## config.mk

```make
export PLATFORM = sky130hd
export DESIGN_NAME = cmd_saver
export DESIGN_NICKNAME = d
export VERILOG_FILES = /design/src/rtl/cmd_pkg.sv /design/src/rtl/cmd_saver.sv
export SDC_FILE = /design/constraint.sdc
export NUM_CORES = 1
export LEC_CHECK = 0
export CORE_MARGIN = 3
export CORE_UTILIZATION = 57
export CTS_BUF_LIST = sky130_fd_sc_hd__clkbuf_4
export DETAILED_ROUTE_END_ITERATION = 7
export PLACE_DENSITY = 0.88
export SYNTH_ARGS = -nofsm -noshare
export SYNTH_HDL_FRONTEND = slang
export SYNTH_SLANG_ARGS = --single-unit
```

## constraint.sdc

```tcl
create_clock -name clk_sys -period 5.6 [get_ports clk_sys]
set_clock_uncertainty 0.1 [all_clocks]
set_input_delay 1.12 -clock clk_sys [delete_from_list [all_inputs] [get_ports clk_sys]]
set_output_delay 1.12 -clock clk_sys [all_outputs]
set_load 0.005 [all_outputs]
```

## src/rtl/cmd_pkg.sv

```systemverilog
// Shared /CMD file-format constants and the save/load sequencing states.
package cmd_pkg;

    typedef enum logic [3:0] {
        IDLE,
        REC_TYPE,
        REC_LEN,
        REC_ALO,
        REC_AHI,
        MEM_REQ,
        DATA,
        XFR_TYPE,
        XFR_LEN,
        XFR_ALO,
        XFR_AHI,
        FIN
    } state_t;

    localparam logic [7:0] CMD_LOAD = 8'h01;
    localparam logic [7:0] CMD_XFER = 8'h02;
    localparam logic [7:0] XFER_LEN = 8'h02;

endpackage

```

## src/rtl/cmd_saver.sv

```systemverilog
// Streams a RAM range out as a /CMD file: load records of up to BLOCK_MAX
// data bytes each, followed by a transfer record holding the entry address.
module cmd_saver
    import cmd_pkg::*;
#(
    parameter int unsigned BLOCK_MAX = 256
) (
    input  logic        clk_sys,
    input  logic        reset,
    input  logic        start,
    input  logic [15:0] start_addr,
    input  logic [15:0] end_addr,
    input  logic [15:0] exec_addr,
    output logic        mem_rd,
    output logic [15:0] mem_addr,
    input  logic        mem_ack,
    input  logic [7:0]  mem_data,
    output logic [7:0]  out_data,
    output logic        out_valid,
    input  logic        out_ready,
    output logic        out_last,
    output logic        busy,
    output logic        done
);

    state_t      state;
    logic [16:0] cur;
    logic [16:0] end_ext;
    logic [15:0] exec_r;
    logic [8:0]  blk_cnt;
    logic [16:0] remaining;
    logic [8:0]  n_blk;
    logic [8:0]  len_sum;
    logic        accept;

    // 17-bit arithmetic lets a range ending at 0xFFFF finish without wrapping.
    assign remaining = end_ext - cur + 17'd1;
    assign accept    = out_valid & out_ready;
    assign len_sum   = n_blk + 9'd2;

    always_comb begin
        n_blk = remaining[8:0];
        if (remaining > 17'(BLOCK_MAX))
            n_blk = 9'(BLOCK_MAX);
    end

    // out_data doubles as the holding register for the byte read from RAM.
    always_ff @(posedge clk_sys or posedge reset) begin
        if (reset) begin
            state     <= IDLE;
            cur       <= '0;
            end_ext   <= '0;
            exec_r    <= '0;
            blk_cnt   <= '0;
            mem_rd    <= 1'b0;
            mem_addr  <= '0;
            out_data  <= '0;
            out_valid <= 1'b0;
            out_last  <= 1'b0;
            busy      <= 1'b0;
            done      <= 1'b0;
        end else begin
            case (state)
                IDLE: begin
                    done <= 1'b0;
                    if (start) begin
                        cur       <= {1'b0, start_addr};
                        end_ext   <= {1'b0, end_addr};
                        exec_r    <= exec_addr;
                        busy      <= 1'b1;
                        out_valid <= 1'b1;
                        if (end_addr >= start_addr) begin
                            state    <= REC_TYPE;
                            out_data <= CMD_LOAD;
                        end else begin
                            state    <= XFR_TYPE;
                            out_data <= CMD_XFER;
                        end
                    end
                end
                REC_TYPE: if (accept) begin
                    state    <= REC_LEN;
                    out_data <= len_sum[7:0];
                    blk_cnt  <= n_blk;
                end
                REC_LEN: if (accept) begin
                    state    <= REC_ALO;
                    out_data <= cur[7:0];
                end
                REC_ALO: if (accept) begin
                    state    <= REC_AHI;
                    out_data <= cur[15:8];
                end
                REC_AHI: if (accept) begin
                    state     <= MEM_REQ;
                    out_valid <= 1'b0;
                    mem_rd    <= 1'b1;
                    mem_addr  <= cur[15:0];
                end
                MEM_REQ: if (mem_ack) begin
                    state     <= DATA;
                    mem_rd    <= 1'b0;
                    out_data  <= mem_data;
                    out_valid <= 1'b1;
                end
                DATA: if (accept) begin
                    cur     <= cur + 17'd1;
                    blk_cnt <= blk_cnt - 9'd1;
                    if (blk_cnt == 9'd1) begin
                        if (remaining > 17'd1) begin
                            state    <= REC_TYPE;
                            out_data <= CMD_LOAD;
                        end else begin
                            state    <= XFR_TYPE;
                            out_data <= CMD_XFER;
                        end
                    end else begin
                        state     <= MEM_REQ;
                        out_valid <= 1'b0;
                        mem_rd    <= 1'b1;
                        mem_addr  <= cur[15:0] + 16'd1;
                    end
                end
                XFR_TYPE: if (accept) begin
                    state    <= XFR_LEN;
                    out_data <= XFER_LEN;
                end
                XFR_LEN: if (accept) begin
                    state    <= XFR_ALO;
                    out_data <= exec_r[7:0];
                end
                XFR_ALO: if (accept) begin
                    state    <= XFR_AHI;
                    out_data <= exec_r[15:8];
                    out_last <= 1'b1;
                end
                XFR_AHI: if (accept) begin
                    state     <= FIN;
                    out_valid <= 1'b0;
                    out_last  <= 1'b0;
                end
                FIN: begin
                    state <= IDLE;
                    done  <= 1'b1;
                    busy  <= 1'b0;
                end
                default: state <= IDLE;
            endcase
        end
    end

endmodule

```

==> summary.md <==
| Metric | Value |
|---|---|
| Cells after Synth | 808 |
| # clock sinks | 91 |
| Initial DRC Count | 646 |
| Cell mode on critical path | ha_1 |
| Fillers | 911 |
| Core ar. | 0.0110 mm² |
| DR WL/cell | 18.3 µm |
| Status | finished clean |
| Slowest cell on the critical path | nor4_4 |
| Asr flop ratio synth | 1.00 |
| Synthesis-to-layout area growth | 16.4% |
| Largest net degree at the start of global routing | 51 |
| Post-Place Cells | 1,004 |
| Most common cell after layout, fill and taps aside | nand2_1 |
| Critical path type | reg -> reg |
| Setup_tns | 0 ns |
| Total Power | 4830 µW |
| Worst flop-to-flop path startpoint | cur[9] |
| CTS buffer count | 9 |
| Post-CTS sizing | 0 |
| Vias in the first global route | 5,914 |
| Sw frac | 0.515 |
| Buffers on Ports | 89 |
| Starting Density | 0.591 |
| Min Hold Slack | 0.388 ns |
| Peak VDD IR | 0.302 mV |
| Layout net count | 988 |
| Global route overflow | 0 |
| Synth Net Count | 921 |
| Worst-Skew Late Latency | 0.48 ns |
| Min-Delay Startpoint | mem_rd |
| Post-layout util | 0.687 |
| Sw power | 2490 µW |
| Clock network fraction of design power | 0.065 |
| Worst-path clk slew | 0.14 ns |
| PD cells | 639 mW/mm² |
| Final Critical Period | 5.03 ns |
| Worst setup EP type | register |
| Top_reg_cell synth | dfrtp_1 |
| Critical Path AT | 5.34 ns |
| Syn Area/Cell | 8.03 µm² |
| Part of the power in registers | 0.265 |
| Pint | 2340 µW |
| DRC | 0 |
| CP max FO | 14 |
| First-pass GRT wire length | 30,300 µm |
| Slew Limit Fails | 0 |
| Placer Congestion | 1.00 |
| Logic pwr share | 0.670 |
| Vias per inst | 6.19 |
| Routed WL | 18,700 µm |
| Max-cap viol count | 0 |
| HPWL Detailed | 14,300 µm |
| Die X | 113 µm |
| Synth Register Bits | 91 |
| HP Class | reg -> reg |
| TritonCTS clock tree | done |
| Final setup vio count | 0 |
| Critical Path RT | 5.90 ns |
| CP Launch Point | cur[9] |
| Seq/Total Area, Yosys | 0.351 |
| Antenna violations before repair | 0 |
| Number of buffers added for setup after CTS | 0 |
| Max Root-Sink Buffers | 2 |
| I/O Pins | 90 |
| Leak pwr | 0.00337 µW |
| Worst slew pin tran | 1.10 ns |
| Final Hold Viols | 0 |
| Most frequent cells in the layout | 149 x nand2_1, 91 x dfrtp_1, 89 x clkdlybuf4s50_1, 78 x nor2_1, 66 x a21oi_1 |
| Unrepaired setup endpoints after global routing | no |
| Die area | 0.0127 mm² |
| GRT Total Usage | 0.298 |
| Htree depth | 3 |
| Crit-path max cell delay | 0.66 ns |
| Antenna Nets Post-Route | 0 |
| Fmax | 0.199 GHz |
| Post-Syn Area | 0.00649 mm² |
| Worst slew margin | 0.256 |
| Post-synth EDFFs | 0 |
| Yosys cell types | 71 |
| CP Launch Type | register |
| Critical Path, Cell by Cell | inv_1 > ha_1 > ha_1 > a211o_1 > or3_1 > a21o_1 > a41oi_2 > nand3_2 > nor4_4 > and3_1 > ha_1 > or3b_2 > nor3_1 > xor2_1 > nand4_1 > a31oi_1 |
| Ys Warns | 0 |
| Root Driver | clkbuf_4 |
| Die Y | 113 µm |
| FP Rows | 38 |
| CTS Hold Buffers Added | 0 |
| Crit share post-route | 0.899 |
| Vias | 6,310 |
| DR pass1 iterations | 5 |
| Share of cells above drive strength 1 | 0.0444 |
| Final Non-Filler Cells | 1,020 |
## cell usage after synthesis (13+ instances only)
library cell | n | area share
o21ai_0 | 41 | 0.032
ha_1 | 51 | 0.098
inv_1 | 45 | 0.026
clkbuf_1 | 32 | 0.019
a21oi_1 | 66 | 0.051
a21o_1 | 13 | 0.015
a22oi_1 | 14 | 0.016
nor3_1 | 13 | 0.010
nand2_1 | 149 | 0.086
nand3_1 | 27 | 0.021
a31oi_1 | 14 | 0.013
nor2_1 | 78 | 0.045
xnor2_1 | 21 | 0.028
dfrtp_1 | 91 | 0.35
## metrics by stage
stage	area [µm²]	setup slack, ns
2_1_floorplan	6490	1.21
3_3_place_gp	7440	0.805
3_5_place_dp	7440	0.680
4_1_cts	7550	0.642
5_1_grt	7550	0.224
6_report	7550	0.565
## registers in the layout, summed over array words and instances, names as in the netlist, 4 cells and up
| register | count |
|---|---|
| mem_addr | 16 |
| out_data | 8 |
| blk_cnt | 9 |
| cur | 17 |
| exec_r | 16 |
| end_ext | 16 |
| state | 4 |
## area by class of cell
| class | count | area (µm²) | area share |
|---|---|---|---|
| Sequential cell | 91 | 2280 | 0.302 |
| Antenna cell | 1 | 2.50 | 0.000332 |
| Inverter | 45 | 170 | 0.0225 |
| Timing Repair Buffer | 95 | 936 | 0.124 |
| Clock buffer | 9 | 67.6 | 0.00895 |
| Clock inverter | 6 | 33.8 | 0.00448 |
| Tap cell | 140 | 175 | 0.0232 |
| Multi-Input combinational cell | 633 | 3890 | 0.515 |
## critical path, delay by kind of cell (launching register included)
kind,cells,cell delay (ns)
AO/OA/AOI/OAI,4,0.97
XOR/XNOR,1,0.18
adder cells (fa/ha/maj),3,0.91
buffers and inverters,1,0.12
flip-flops,1,0.50
AND/OR/NAND/NOR,7,2.18
## power groups by stage
stage | registers (µW) | clock network, µW | logic [µW]
after floorplan | 1140 | 0 | 2390
after global placement | 1280 | 0 | 3090
after detailed placement | 1290 | 0 | 3140
after CTS | 1270 | 316 | 3170
after global routing | 1320 | 345 | 3580
final | 1280 | 315 | 3230
## worst paths after layout
kind | end | slack, ns | cells after the start
min reg2reg | mem_rd | 0.39 | 1
min in group asynchronous | end_ext[10] | 0.96 | 2
max | out_data[7] | 0.57 | 16
max reg2reg | out_data[7] | 0.57 | 16
min | mem_rd | 0.39 | 1
max in group asynchronous | mem_addr[15] | 3.36 | 3
## layer usage
metal	GRT usage	wire length, µm	vias to the layer above
met5	0	0	-
met4	0.116	705	0
met3	0.0345	1740	49
met2	0.447	8170	363
met1	0.442	8070	2888
li1	-	-	3010
## kinds of logic after synthesis
group	synth area share
simple gates	0.230
buf+inv	0.0509
fa+ha+maj	0.101
xor+xnor	0.0419
flops	0.351
compound gates	0.214
mux	0.0112
(Power assumes the default switching activity.)
